[src/rtl/n_register_chain_pkg.sv]
// Shared defaults for the register chain.
//   DEFAULT_N : default pipeline depth (register stages)
//   DEFAULT_W : default data width in bits
package n_register_chain_pkg;

  localparam int DEFAULT_N = 1;
  localparam int DEFAULT_W = 16;

endpackage

[src/rtl/n_register_chain_register_stage.sv]
// One W-bit pipeline register with synchronous active-high reset.
//   clk_i : clock, rising edge
//   rst_i : synchronous reset, loads zero
//   d_i   : data in
//   q_o   : registered data out
module register_stage
  import n_register_chain_pkg::*;
#(
  parameter int W = DEFAULT_W
) (
  input  logic         clk_i,
  input  logic         rst_i,
  input  logic [W-1:0] d_i,
  output logic [W-1:0] q_o
);

  logic [W-1:0] data_q;
  logic [W-1:0] data_d;

  always_comb begin
    data_d = d_i;
    if (rst_i) begin
      data_d = '0;
    end
  end

  always_ff @(posedge clk_i) begin
    data_q <= data_d;
  end

  assign q_o = data_q;

endmodule

[src/rtl/n_register_chain.sv]
// N-deep chain of W-bit registers; out is in delayed by N cycles.
// N=0 degenerates to a plain wire with Clock and Reset unused.
//   Clock : clock, rising edge
//   Reset : synchronous active-high reset, clears every stage
//   in    : data entering the chain
//   out   : data leaving the chain (register output when N>=1)
module n_register_chain
  import n_register_chain_pkg::*;
#(
  parameter int N = DEFAULT_N,
  parameter int W = DEFAULT_W
) (
  input  logic         Clock,
  input  logic         Reset,
  input  logic [W-1:0] in,
  output logic [W-1:0] out
);

  if (N < 0) begin : g_bad_n
    $error("n_register_chain: N must be >= 0 (got %0d)", N);
  end
  if (W < 1) begin : g_bad_w
    $error("n_register_chain: W must be >= 1 (got %0d)", W);
  end

  if (N == 0) begin : g_wire
    assign out = in;
    logic unused_clk_rst;
    assign unused_clk_rst = Clock ^ Reset;
  end else if (N >= 1) begin : g_chain
    // stage_q[0] is the chain input; stage_q[k] is the output of stage k.
    logic [W-1:0] stage_q [0:N];

    assign stage_q[0] = in;

    for (genvar k = 1; k <= N; k++) begin : g_stage
      register_stage #(
        .W(W)
      ) u_stage (
        .clk_i(Clock),
        .rst_i(Reset),
        .d_i  (stage_q[k-1]),
        .q_o  (stage_q[k])
      );
    end

    assign out = stage_q[N];
  end

endmodule

[config.mk]
export PLATFORM = sky130hd
export DESIGN_NAME = n_register_chain
export DESIGN_NICKNAME = d
export VERILOG_FILES = /design/src/rtl/n_register_chain_pkg.sv /design/src/rtl/n_register_chain_register_stage.sv /design/src/rtl/n_register_chain.sv
export SDC_FILE = /design/constraint.sdc
export NUM_CORES = 1
export LEC_CHECK = 0
export CAP_MARGIN = 20
export CORE_MARGIN = 4
export CORE_UTILIZATION = 30
export CTS_BUF_LIST = sky130_fd_sc_hd__clkbuf_8
export DETAILED_ROUTE_END_ITERATION = 8
export GPL_ROUTABILITY_DRIVEN = 0
export MAX_ROUTING_LAYER = met4
export PLACE_DENSITY_LB_ADDON = 0.3
export SLEW_MARGIN = 5
export SYNTH_ARGS = -nofsm -noshare
export SYNTH_HDL_FRONTEND = slang
export SYNTH_SLANG_ARGS = --single-unit
export TNS_END_PERCENT = 1
[constraint.sdc]
create_clock -name Clock -period 0.8 [get_ports Clock]
set_clock_uncertainty 0.15 [all_clocks]
set_input_delay 0.16 -clock Clock [delete_from_list [all_inputs] [get_ports Clock]]
set_output_delay 0.16 -clock Clock [all_outputs]
set_load 0.01 [all_outputs]
Word level (Yosys, flattened, before mapping)
Index checks and enable logic that the tools add are counted.

cells by class
  $add $sub $neg = 0
  $mul = 0
  div/mod/pow operators = 0
  $lt $le $gt $ge = 0
  equality and inequality tests = 0
  shift-type cells = 0
  multiplexer cells = 0
  bitwise gates (word level) = 0
  reductions and logical operators = 0

word-level totals
  register bits = 16
  latch bits = 0
  RAM bits = 0
  memory bits (read-only) = 0
  input port bits = 18
  output and inout port bits = 16
  logic and storage cells = 1
  memories = 0

Depth between registers and ports, before layout
  depth in word-level cells = 0
  gate-level depth with buffers = 2
  gate-level depth less buffers = 1

Worst setup path after synthesis
No wires, ideal clock.

  kind = register to output
  start = register g_chain.g_stage[1].u_stage.data_q[0]
  end = output port out[0]
  arrival time = 331 ps
  data required time = 490 ps
  slack = 159 ps
  stages on the path, launching flop included = 1
  buffers on the path = 0
  cell sequence = dfxtp_1

RTL lines
  what                      line                                   source
  start: declaration        n_register_chain_register_stage.sv:17  logic [W-1:0] data_q;
  start signal: assignment  n_register_chain_register_stage.sv:28  data_q <= data_d;
  end: declaration          n_register_chain.sv:16                 output logic [W-1:0] out

No word-level cell between the ends.

Worst setup path in the final report
  start = register g_chain.g_stage[1].u_stage.data_q[0]
  end = output port out[0]

No word-level cell between the ends.

==> results.txt <==
----------------------------------------------------
[Worst setup path]
  Family of cells with the greatest summed delay on the critical path ... flip-flops
  Worst path buffer plus inverter count ... 1
  Endpoint class of the critical path ... primary output
  Master of the slowest instance on the critical path ... dfxtp_2
  Critical-path cell list ... buf_6
  Worst setup SP type ... flop
  Maximum fanout count along the critical path ... 1
  Arrival time reported for the critical path endpoint ... 0.66 ns
  Worst Path Class, Setup ... reg -> out
  Data required time at the worst endpoint ... 0.49 ns
  Peak per-stage delay on the critical path ... 0.32 ns

[Drt]
  Iter 0 DRT Violations ... 0
  Average routed wire per standard cell ... 10.1 µm
  Post-detailed-route via-to-cell ratio ... 3.86
  Count of vias placed by the detailed router ... 324
  DRT Pass-1 Iters ... 1
  Wirelength, routed ... 848 µm
  Drc violations ... 0
  Routed Antenna Nets ... 0

[Cells and area]
  Flip-flop count of the largest register, all copies and words added ... 16
  Proportion of layout cells with a drive suffix above 1 ... 55.1%
  Final non-filler cell total ... 84
  Count of nets after finishing ... 89
  Diode count ... 0
  Post-layout util ... 58.6%
  Layout-stage area growth over the synthesis result ... 74.7%

[Clock network]
  Count of clock tree sinks ... 16
  Max clock buf depth ... 2
  Number of H-tree levels ... 1
  Clock tree from TritonCTS ... done
  Clock root buffer ... clkbuf_8
  Reg clk slew, reported paths ... 0.06 ns
  Hold buffers post-CTS ... 0
  Clock buffer count from CTS ... 3

[Outcome]
  Violations in the final reports ... setup timing
  Run status ... finished with violations

[STA]
  Achievable Freq ... 1.03 GHz
  Tightest Pin Transition ... 0.179 ns
  Setup repair after global routing missed its margin ... true
  Ratio of final minimum period to clock period ... 121%
  Minimum clock period after layout ... 0.971 ns
  Worst slew margin ... 88.0%
  Fin. max-slew vios ... 0
  Worst setup slack after layout ... -0.171 ns
  Endpoints failing setup ... 16
  Worst hold margin ... 0.303 ns
  Hold Fails Final Rpt ... 0

[Place]
  Pre-CTS setup slack ... -0.474 ns
  Total of buffers placed on input and output ports ... 33
  Number of instances in the placed design ... 81

[Yosys]
  Flip-flop and latch count after synthesis ... 16
  Per-instance average area after synthesis ... 14.1 µm²
  Post-Synthesis Cells ... 33
  Syn. warnings ... 0
  Proportion of synthesized chip area in sequential cells ... 69.0%
  Post-Syn Area ... 464 µm²
  Synthesized net count ... 51
  Distinct cell type count of the synthesized netlist ... 5

[Power and ir drop]
  Total power ... 1.62 mW
  Worst supply voltage drop on vdd ... 1.40 mV
  Leakage power figure ... 0.372 nW
  PwrDens ... 1990 nW/µm²

[Floorplan]
  Die Width ... 47.3 µm
  Die H ... 47.3 µm
  Starting utilization of the core area ... 33.6%
  Die area ... 2240 µm²
  Core Rows ... 13
  Area of the core ... 1380 µm²
  Count of boundary I/O pins ... 34

[Global routing]
  Global route overflow ... 0
  Overall routing resource usage ... 8.23%
  Via count of the first global-routing pass ... 293
  Antenna violations before repair ... 0
  Wire length of the first global-routing pass ... 1.18 mm
  Maximum number of pins on one net before global-route repair ... 11

[Hold path]
  Worst hold path class ... in -> reg

[Job]
  Number of violations of the max-capacitance limit ... 0

----------------------------------------------------
## repair_timing
action	in CTS	in global routing
setup endpoints to repair	32	16
buffers inserted	0	0
endpoints found under the hold margin	0	0
gates cloned	0	0
gates resized for setup	70	6
## routing by layer
layer / track usage, % / share of wire (%) / vias up
met1: 7.36 / 33 / 132
met5: - / 0 / -
li1: - / - / 170
met4: 1.66 / 0 / 0
met2: 14.7 / 50 / 22
met3: 4.98 / 17 / 0
## path summary, 6_finish.rpt
kind	from	end	slack, ns	cells after the start
setup / recovery	g_chain.g_stage[1].u_stage.q_o[0]	out[0]	-0.17	1
hold / removal	Reset	g_chain.g_stage[1].u_stage.q_o[13]	0.30	2
## power breakdown
part | internal (mW) | switching [mW] | total, mW
registers | 0.843 | 0.0114 | 0.854
clock network | 0.331 | 0.219 | 0.550
logic | 0.147 | 0.0656 | 0.213
total | 1.32 | 0.296 | 1.62
## cells by family (layout without fill, tap and decap cells)
group                  after synthesis  in the layout  synth area share (%)
buffers and inverters                1             37                  2.43
and+or+nand+nor                     16             16                  28.6
DFF                                 16             16                  69.0
## final cells by class
| class | instances | area, µm² |
|---|---|---|
| clock buffers | 3 | 41.3 |
| repair buffers | 34 | 292 |
| flip-flops and latches | 16 | 327 |
| fillers | 137 | 572 |
| well taps | 15 | 18.8 |
| multi-input cells | 16 | 133 |
## synthesized netlist by cell type
cell / count / share of area, %
nor2b_2: 7 / 13
and2b_2: 6 / 11
nor2b_1: 3 / 4.0
dfxtp_1: 16 / 69
buf_6: 1 / 2.4
## through the flow
step,area (µm²),setup TNS (ns)
detailed placement,810,-12.34
CTS,788,-2.78
finish,811,-2.62
global placement,810,-11.95
global route,811,-3.05
floorplan,464,0
## placed cells by master (no fill, tap or decap)
cell type,netlist,routed
clkdlybuf4s50_1,0,16
dfxtp_1,16,11
buf_2,0,11
nor2b_2,7,7
and2b_2,6,6
buf_6,1,6
dfxtp_2,0,5
nor2b_1,3,3
clkbuf_8,0,3
dlygate4sd2_1,0,1
(Power assumes the default switching activity.)
